## src/rtl/noc_out_port_alloc_if.sv

```systemverilog
// Handshake bundle between the input-buffer request logic, the output-port
// allocator and the crossbar select of one router output.
// The master side is the requester/downstream logic and the slave side is the allocator.
interface noc_out_port_alloc_if #(
    parameter int NPORTS = 5
);
    logic [NPORTS-1:0] req_i;
    logic [NPORTS-1:0] mask_i;
    logic              flit_valid_i;
    logic              credit_ret_i;
    logic [NPORTS-1:0] grant_o;
    logic [2:0]        grant_idx_o;
    logic              send_o;
    logic              locked_o;
    logic [3:0]        credit_cnt_o;
    logic              credit_err_o;
    logic              abort_o;

    modport master (
        output req_i, mask_i, flit_valid_i, credit_ret_i,
        input  grant_o, grant_idx_o, send_o, locked_o,
               credit_cnt_o, credit_err_o, abort_o
    );

    modport slave (
        input  req_i, mask_i, flit_valid_i, credit_ret_i,
        output grant_o, grant_idx_o, send_o, locked_o,
               credit_cnt_o, credit_err_o, abort_o
    );
endinterface

```

## src/rtl/noc_out_port_alloc.sv

```systemverilog
// Output-port allocator for one output of a 5-port mesh router.
// It picks one requesting input round-robin and holds that grant for a whole packet.
// Each flit transfer is gated on downstream credits.
// Optional feature macro: LOCK_TIMEOUT_EN. When it is defined, a lock that makes
// no progress for TIMEOUT cycles is released and abort_o pulses.
module noc_out_port_alloc #(
    parameter int NPORTS        = 5,
    parameter int FLITS_PER_PKT = 5,
    parameter int CREDITS       = 4,
    parameter int TIMEOUT       = 64
) (
    input logic                clk,
    input logic                rst,
    noc_out_port_alloc_if.slave bus
);

    typedef enum logic {IDLE, LOCKED} state_t;

    localparam logic [2:0] IDX_NONE = 3'b111;

    // Parameter sanity: the index encoding reserves 3'b111 for "idle".
    if (NPORTS < 1 || NPORTS > 7 || FLITS_PER_PKT < 2 || FLITS_PER_PKT > 15 ||
        CREDITS < 1 || CREDITS > 15 || TIMEOUT < 1) begin : g_bad_params
        $error("noc_out_port_alloc: parameter out of range");
    end

    state_t            state;
    logic [NPORTS-1:0] grant_q;
    logic [2:0]        grant_idx_q;
    logic              locked_q;
    logic [2:0]        rr_ptr;
    logic [3:0]        flit_cnt;
    logic [3:0]        credit_cnt;
    logic              credit_err_q;
    logic              send;
    logic [3:0]        pick;
    logic [2:0]        next_ptr;
    logic              abort_q;

    // Search from ptr upward, wrapping; the result is {found, index}.
    function automatic logic [3:0] rr_pick(input logic [NPORTS-1:0] elig,
                                           input logic [2:0] ptr);
        logic [3:0] result;
        int         idx;
        result = 4'b0000;
        for (int k = 0; k < NPORTS; k++) begin
            idx = int'(ptr) + k;
            if (idx >= NPORTS) idx = idx - NPORTS;
            if (!result[3] && elig[idx]) result = {1'b1, 3'(idx)};
        end
        return result;
    endfunction

    assign pick     = rr_pick(bus.req_i & ~bus.mask_i, rr_ptr);
    assign send     = locked_q & bus.flit_valid_i & (credit_cnt != 4'd0);
    assign next_ptr = (grant_idx_q == 3'(NPORTS - 1)) ? 3'd0 : grant_idx_q + 3'd1;

`ifdef LOCK_TIMEOUT_EN
    localparam int TW = $clog2(TIMEOUT + 1);
    logic [TW-1:0] tmo_cnt;
`endif

    // Arbitration FSM: grant in IDLE, hold for a packet in LOCKED, then release and advance the pointer.
    always_ff @(posedge clk) begin
        if (rst) begin
            state       <= IDLE;
            grant_q     <= '0;
            grant_idx_q <= IDX_NONE;
            locked_q    <= 1'b0;
            rr_ptr      <= 3'd0;
            flit_cnt    <= 4'd0;
            abort_q     <= 1'b0;
`ifdef LOCK_TIMEOUT_EN
            tmo_cnt     <= '0;
`endif
        end else begin
            abort_q <= 1'b0;
            case (state)
                IDLE: begin
                    if (pick[3]) begin
                        state       <= LOCKED;
                        locked_q    <= 1'b1;
                        grant_q     <= NPORTS'(1) << pick[2:0];
                        grant_idx_q <= pick[2:0];
                        flit_cnt    <= 4'd0;
`ifdef LOCK_TIMEOUT_EN
                        tmo_cnt     <= '0;
`endif
                    end
                end
                LOCKED: begin
                    if (send) begin
`ifdef LOCK_TIMEOUT_EN
                        tmo_cnt <= '0;
`endif
                        if (flit_cnt == 4'(FLITS_PER_PKT - 1)) begin
                            state       <= IDLE;
                            locked_q    <= 1'b0;
                            grant_q     <= '0;
                            grant_idx_q <= IDX_NONE;
                            flit_cnt    <= 4'd0;
                            rr_ptr      <= next_ptr;
                        end else begin
                            flit_cnt <= flit_cnt + 4'd1;
                        end
                    end
`ifdef LOCK_TIMEOUT_EN
                    else if (tmo_cnt == TW'(TIMEOUT - 1)) begin
                        state       <= IDLE;
                        locked_q    <= 1'b0;
                        grant_q     <= '0;
                        grant_idx_q <= IDX_NONE;
                        flit_cnt    <= 4'd0;
                        rr_ptr      <= next_ptr;
                        tmo_cnt     <= '0;
                        abort_q     <= 1'b1;
                    end else begin
                        tmo_cnt <= tmo_cnt + TW'(1);
                    end
`endif
                end
                default: begin
                    state <= IDLE;
                end
            endcase
        end
    end

    // Downstream credit counter: it runs in every state and flags a return that would overflow.
    always_ff @(posedge clk) begin
        if (rst) begin
            credit_cnt   <= 4'(CREDITS);
            credit_err_q <= 1'b0;
        end else begin
            credit_err_q <= 1'b0;
            if (bus.credit_ret_i && !send) begin
                if (credit_cnt == 4'(CREDITS)) credit_err_q <= 1'b1;
                else                           credit_cnt   <= credit_cnt + 4'd1;
            end else if (!bus.credit_ret_i && send) begin
                credit_cnt <= credit_cnt - 4'd1;
            end
        end
    end

    assign bus.grant_o      = grant_q;
    assign bus.grant_idx_o  = grant_idx_q;
    assign bus.send_o       = send;
    assign bus.locked_o     = locked_q;
    assign bus.credit_cnt_o = credit_cnt;
    assign bus.credit_err_o = credit_err_q;
    assign bus.abort_o      = abort_q;

endmodule

```

## src/flat_wrapper.sv

```systemverilog
// flat-port wrapper written by rule: the top's interface ports become plain ports
module noc_out_port_alloc_flat 
#(
    parameter int NPORTS        = 5,
    parameter int FLITS_PER_PKT = 5,
    parameter int CREDITS       = 4,
    parameter int TIMEOUT       = 64
)
  (clk, rst, bus_req_i, bus_mask_i, bus_flit_valid_i, bus_credit_ret_i, bus_grant_o, bus_grant_idx_o, bus_send_o, bus_locked_o, bus_credit_cnt_o, bus_credit_err_o, bus_abort_o);
  noc_out_port_alloc_if #(.NPORTS(NPORTS)) bus_i ();
  input logic clk;
  input logic rst;
  input wire logic [$bits(bus_i.req_i)-1:0] bus_req_i;
  input wire logic [$bits(bus_i.mask_i)-1:0] bus_mask_i;
  input wire logic [$bits(bus_i.flit_valid_i)-1:0] bus_flit_valid_i;
  input wire logic [$bits(bus_i.credit_ret_i)-1:0] bus_credit_ret_i;
  output wire logic [$bits(bus_i.grant_o)-1:0] bus_grant_o;
  output wire logic [$bits(bus_i.grant_idx_o)-1:0] bus_grant_idx_o;
  output wire logic [$bits(bus_i.send_o)-1:0] bus_send_o;
  output wire logic [$bits(bus_i.locked_o)-1:0] bus_locked_o;
  output wire logic [$bits(bus_i.credit_cnt_o)-1:0] bus_credit_cnt_o;
  output wire logic [$bits(bus_i.credit_err_o)-1:0] bus_credit_err_o;
  output wire logic [$bits(bus_i.abort_o)-1:0] bus_abort_o;
  assign bus_i.req_i = bus_req_i;
  assign bus_i.mask_i = bus_mask_i;
  assign bus_i.flit_valid_i = bus_flit_valid_i;
  assign bus_i.credit_ret_i = bus_credit_ret_i;
  assign bus_grant_o = bus_i.grant_o;
  assign bus_grant_idx_o = bus_i.grant_idx_o;
  assign bus_send_o = bus_i.send_o;
  assign bus_locked_o = bus_i.locked_o;
  assign bus_credit_cnt_o = bus_i.credit_cnt_o;
  assign bus_credit_err_o = bus_i.credit_err_o;
  assign bus_abort_o = bus_i.abort_o;
  noc_out_port_alloc #(.NPORTS(NPORTS), .FLITS_PER_PKT(FLITS_PER_PKT), .CREDITS(CREDITS), .TIMEOUT(TIMEOUT)) u_core (.clk(clk), .rst(rst), .bus(bus_i));
endmodule
```

## config.mk

```make
export PLATFORM = sky130hd
export DESIGN_NAME = noc_out_port_alloc_flat
export DESIGN_NICKNAME = d
export VERILOG_FILES = /design/src/rtl/noc_out_port_alloc_if.sv /design/src/rtl/noc_out_port_alloc.sv /design/src/flat_wrapper.sv
export SDC_FILE = /design/constraint.sdc
export NUM_CORES = 1
export LEC_CHECK = 0
export CAP_MARGIN = 20
export CORE_MARGIN = 4
export CORE_UTILIZATION = 40
export CTS_CLUSTER_DIAMETER = 30
export CTS_CLUSTER_SIZE = 24
export DETAILED_ROUTE_END_ITERATION = 10
export SLEW_MARGIN = 20
export SYNTH_ARGS = -nofsm -noshare
export SYNTH_HDL_FRONTEND = slang
export SYNTH_SLANG_ARGS = --single-unit
export TNS_END_PERCENT = 10
```

## constraint.sdc

```tcl
create_clock -name clk -period 2.8 [get_ports clk]
set_input_delay 0.28 -clock clk [delete_from_list [all_inputs] [get_ports clk]]
set_output_delay 0.28 -clock clk [all_outputs]
set_load 0.01 [all_outputs]
```

* Word-level counts from Yosys, hierarchy flattened
Cells that the tools add are included.
Storage, ports and cells: bits in registers 22, logic and storage cells 114, output and inout bits 16, input port bits 14
Operators by class: bitwise logic cells 6, muxes and demuxes 50, order comparisons 10, shift operators 1, add/sub/neg operators 13, reduce and logical (&&, ||, !) cells 19, equality and inequality tests 7
Operator list (count):
- 32-bit by 5-bit less-than comparator with 1-bit output, second input constant | 5
- 32-bit 2-to-1 mux | 5
- 32-bit by 4-bit greater-or-equal comparator with 1-bit output, second input constant | 4
- 32-bit by 4-bit subtractor with 32-bit output, second input constant | 4
- 4-bit 2-to-1 mux | 11
- 1-bit 2-to-1 mux | 17
- 1-bit binary-select mux with 3-bit select | 5
- 5-bit 2-to-1 mux | 3
- 3-bit 2-to-1 mux | 4
- 5-bit one-hot mux with 2 select lines | 1
- 3-bit by 2-bit adder with 4-bit output, second input constant | 2
- 4-bit by 1-bit adder with 4-bit output, second input constant | 2
- 4-bit by 3-bit == test with 1-bit output, second input constant | 2
- 4-bit one-hot mux with 2 select lines | 1
- 1-bit logical AND | 6
- 1-bit logical NOT | 6
- 2-bit inequality test, second input constant | 3
- 3-bit one-hot mux with 2 select lines | 1
- 3-bit AND reduction | 2
- 5-bit bitwise AND | 1
- 5-bit inverter | 1
- 1-bit by 3-bit << shifter with 5-bit output, first input constant | 1
- 3-bit by 1-bit adder with 4-bit output, second input constant | 1
- 3-bit by 3-bit adder with 4-bit output, second input constant | 1
- other kinds (13) | 17

* Logic depth before layout (Yosys ltp)
depth after elaboration 21, depth in mapped cells 16, gate-level depth less buffers 13

* Worst setup path after synthesis
OpenSTA, ideal clock, no wires.
path kind register to register, start point reg u_core.rr_ptr[1], end point reg u_core.grant_q[2], in the netlist u_core.bus.grant_o[2], data required time 2683 ps, period minus slack after synthesis 3112 ps, stages on the path, launching flop included 15, path buffers 1, library setup time 117 ps, slack -312 ps, arrival 2996 ps, path through dfxtp_1 > inv_1 > ha_1 > inv_1 > ha_1 > a21oi_2 > mux2i_2 > mux2i_1 > o21ai_0 > and4bb_1 > buf_6 > nand2_1 > o2bb2ai_1 > and3b_1 > a22o_1
On the way: longest elaborated chain between the ends 21, elaborated cells between the ends (all ways) 52, those cells by class add/sub (9); order compare (5); eq/ne (1); shift (1); mux (27); reduce/logical (9)
Ends and longest elaborated chain:
- from (decl) | RTL line noc_out_port_alloc.sv:31 | logic [2:0] rr_ptr;
- from (signal assigned) | RTL line noc_out_port_alloc.sv:102 | rr_ptr <= next_ptr;
- parallel branches: the longest is 17 deep, another holds 32-bit by 4-bit subtractor with 32-bit output
- 4-bit 2-to-1 mux * | RTL line noc_out_port_alloc.sv:49 | if (!result[3] && elig[idx]) result = {1'b1, 3'(idx)};
- 1-bit by 3-bit << shifter with 5-bit output | RTL line noc_out_port_alloc.sv:83 | grant_q <= NPORTS'(1) << pick[2:0];
- 5-bit 2-to-1 mux | RTL line noc_out_port_alloc.sv:80 | if (pick[3]) begin
- 5-bit one-hot mux with 2 select lines | RTL line noc_out_port_alloc.sv:78 | case (state)
- to (signal assigned) | RTL line noc_out_port_alloc.sv:83
- to (decl) | RTL line noc_out_port_alloc.sv:28 | logic [NPORTS-1:0] grant_q;
Every way passes the cells marked *. The select of a mux whose other input is x is not followed. A chain may end at the register's enable or synchronous reset.

* Worst setup path after layout
start point reg u_core.rr_ptr[0], end point reg u_core.grant_idx_q[0], in the netlist u_core.bus.grant_idx_o[0]
On the way: longest elaborated chain between the ends 20, elaborated cells between the ends (all ways) 51, those cells by class add/sub (9); order compare (5); eq/ne (1); mux (27); reduce/logical (9)
Ends and longest elaborated chain:
- parallel branches: the longest is 17 deep, another holds 32-bit by 4-bit subtractor with 32-bit output
- 4-bit 2-to-1 mux * | RTL line noc_out_port_alloc.sv:49
- 3-bit 2-to-1 mux / 2-bit by 1-bit inequality test with 1-bit output (equally long branches)
- 3-bit one-hot mux with 2 select lines / 3-bit AND reduction (equally long branches)
- to (signal assigned) | RTL line noc_out_port_alloc.sv:84 | grant_idx_q <= pick[2:0];
- to (decl) | RTL line noc_out_port_alloc.sv:29 | logic [2:0] grant_idx_q;
Marked as above.

==> flow_summary.yaml <==
logic_synthesis:
  post_synth_fa_ha_maj_area_fraction_pct: 9.56
  synth-seq-area-share_pct: 19.6
  synth_xor_area_share_pct: 3.06
  synth_edf_count: 0
  avgSynthCellArea_um2: 8.21
  syn_inst: 274
  yosys.area_share.simple_pct: 27.4
  synth-seq-cells: 22
  ys_warn_count: 0
  syn_nets: 304
  synth_top_cell_by_area: "dfxtp_1"
  synth_async_sr_flop_share_pct: 0
  muxShareOfSynthArea_pct: 6.95
  synth_top_area_share_pct: 19.6
  synth-main-ff-cell: "dfxtp_1"
  ys_types: 73
  synth_compound_area_share_pct: 27.0
  synth_top_family_by_area: "simple AND/OR/NAND/NOR gates"
  synth.area.top_cells: "dfxtp_1 (20%), ha_1 (7.8%), mux2i_1 (5.3%), nor2_1 (5.0%), a21oi_1 (4.9%)"
  syn-cell-area_um2: 2250
clock_tree:
  ctsLongestPathBuffers: 2
  cts_tree: "done"
  clk_pin_slew_ps: 80
  clock-sinks: 22
  cts_hold_buf: 0
  worstSkewPairLatency_ps: 260
  htree_levels: 1
  cts_buffers: 3
  root_buffer: "clkbuf_8"
detailed_routing:
  route.detailed.drc: 0
  ant_nets: 0
  drt_iter0_markers: 60
  wl_um: 6500
  firstDrtPassIters: 4
  num_vias: 2334
  routed_via_density: 5.39
  wire_per_inst_um: 15.0
pwr:
  irDropWorstVdd_v: 0.000408
  cellPowerDensity_nw_per_um2: 318
  p_leak_nw: 1.36
placement:
  post-place-ws_ps: -193
  io_buffers: 28
  place_congestion: 0.886
  dpl.cell_count: 420
  dp_hpwl_um: 4990
setup_path:
  cp-end-kind: "flip-flop"
  path_cells: "inv_2 > ha_2 > inv_2 > fa_2 > a21o_1 > a21oi_1 > o221ai_2 > o21a_1 > and4b_4 > o21a_4 > o32ai_4 > mux2i_1 > or2_1"
  critPathMaxFanout: 6
  worst_path_most_repeated_cell: "inv_2"
  critPathSlowestCell: "fa_2"
  cp-start-kind: "flip-flop"
  max_stage_delay_ps: 410
  cp.required_ps: 2950
  arrival_ps: 3150
  reg2reg_slack_ps: -200
  path_class: "flip-flop to flip-flop"
global_route:
  use_met1_pct: 22.4
  track_usage_pct: 18.7
  grt.busiest_layer: "met2"
  grt_util_met2_pct: 33.6
  grt_overflow_total: 0
  grt_pass1_vias: 2354
  use_met3_pct: 3.08
  grt_pass1_wl_um: 11000
  antenna_found_initial: 0
  grt_max_degree: 16
status:
  violations: "negative setup slack"
  outcome: "finished with violations"
timing:
  fin_crit_sh_pct: 107
  finalClockSkew_ps: 5.39
  fmax_ghz: 0.334
  whs_ps: 488
  finalHoldViolations: 0
  rsz0062_at_grt: "true"
  slew_viol_final: 0
  fin_crit_ps: 3000
  finalSetupViolCount: 12
  finalWorstSetupSlack_ps: -196
worst_hold_path:
  min_path_type: "flip-flop to flip-flop"
layout:
  n_antenna_cell: 0
  area_growth_pct: 45.6
  mostFrequentLayoutCell: "buf_4"
  final_nets: 392
  stdcell_count: 433
  final_cell_mix: "buf_4 (64), nor2_1 (29), clkdlybuf4s50_1 (28), a21oi_1 (22), dfxtp_1 (20)"
  fin_util_pct: 59.9
  drive_gt1_share_pct: 33.5
floorplan:
  core_um2: 5470
  ios: 30
  std_cell_rows: 27
  dieArea_um2: 6890
  initial_core_util_pct: 41.1
  die_w_um: 83.0
  dieHeight_um: 83.0
run:
  maxCapViolCount: 0
-- metal layers --
| metal | vias up | wire (um) | part of all wire (%) |
|---|---|---|---|
| li1 | 1178 | - | - |
| met2 | 55 | 3210 | 49 |
| met4 | 0 | 136 | 2.1 |
| met1 | 1089 | 2860 | 44 |
| met5 | - | 0 | 0 |
| met3 | 12 | 292 | 4.5 |
-- cell usage after synthesis (2+ instances only) --
cell	count
and3b_1	3
dfxtp_1	22
nor2_1	30
o21a_1	3
o21ai_1	4
xnor2_1	3
and2_4	2
nand2_1	9
buf_6	3
or2_1	4
xor2_1	3
and2_1	2
nand2b_1	8
nand3_1	3
ha_1	14
nand3b_1	5
o22ai_1	2
a2111o_1	2
a31oi_1	3
mux2i_1	12
buf_4	5
o21ai_2	2
a21o_1	5
o311a_1	2
or3_1	3
and3_1	3
fa_1	2
inv_1	14
a22o_1	4
o31ai_1	4
o21ai_0	8
a21oi_1	22
buf_2	3
o221ai_1	2
nor2b_1	8
nor3_1	13
-- cells by family (layout without fill, tap and decap cells) --
group           after synthesis  after routing
fa+ha+maj                    16             16
simple gates                106            106
buf+inv                      26            113
xor+xnor                      7              7
compound gates               82             82
mux                          14             14
other cells                   1              1
flops                        22             22
-- final timing paths --
| check | start | end | cells past startpoint |
|---|---|---|---|
| hold / removal | u_core.bus.grant_o[4] | u_core.bus.grant_o[4] | 2 |
| hold reg to reg | u_core.bus.grant_o[4] | u_core.bus.grant_o[4] | 2 |
| setup reg to reg | u_core.rr_ptr[0] | u_core.bus.grant_idx_o[0] | 13 |
| setup / recovery | u_core.rr_ptr[0] | u_core.bus.grant_idx_o[0] | 13 |
-- sequential cells by signal (all words and copies together), names as in the netlist --
| signal | count |
|---|---|
| u_core.bus.grant_o | 5 |
| u_core.bus.credit_cnt_o | 4 |
| u_core.flit_cnt | 4 |
| u_core.bus.grant_idx_o | 3 |
| u_core.rr_ptr | 3 |
| u_core.bus.credit_err_o | 1 |
| u_core.bus.locked_o | 1 |
| u_core.state | 1 |
-- power by group --
part / leakage [nW] / switching (mW) / internal, mW
sequential: 0.181 / 0.0537 / 0.351
clock: 0.0288 / 0.0973 / 0.125
combinational: 1.15 / 0.187 / 0.227
-- per-stage QoR --
stage	setup TNS, ps	power, mW	area [um^2]
floorplan	-995	0.646	2310
global placement	-1640	0.811	3020
detailed placement	-1780	0.819	3020
CTS	-967	1.05	3220
global route	-3540	1.12	3280
finish	-1600	1.04	3280
-- repair_timing --
item                       CTS  global route
resized for setup           24             7
setup buffers                8             2
pin swaps                   16             5
gates cloned                 0             0
setup endpoints to repair   12            13
-- worst max-delay path, delay by kind of cell (launching register included) --
kind                       cells  cell delay (ps)
AOI/OAI and AO/OA              6             1330
adders and majority gates      2              610
and+or+nand+nor                2              420
DFF                            1              330
buffers and inverters          2              110
muxes                          1              100
-- area by class of cell --
| class | instances | area (um^2) |
|---|---|---|
| Clock buffer | 4 | 55.1 |
| Fill cell | 516 | 2200 |
| Inverter | 14 | 55.1 |
| Multi-Input combinational cell | 226 | 1840 |
| Sequential cell | 22 | 445 |
| Tap cell | 72 | 90.1 |
| Timing Repair Buffer | 95 | 795 |
Note: power is estimated with default switching activity, not from simulation.
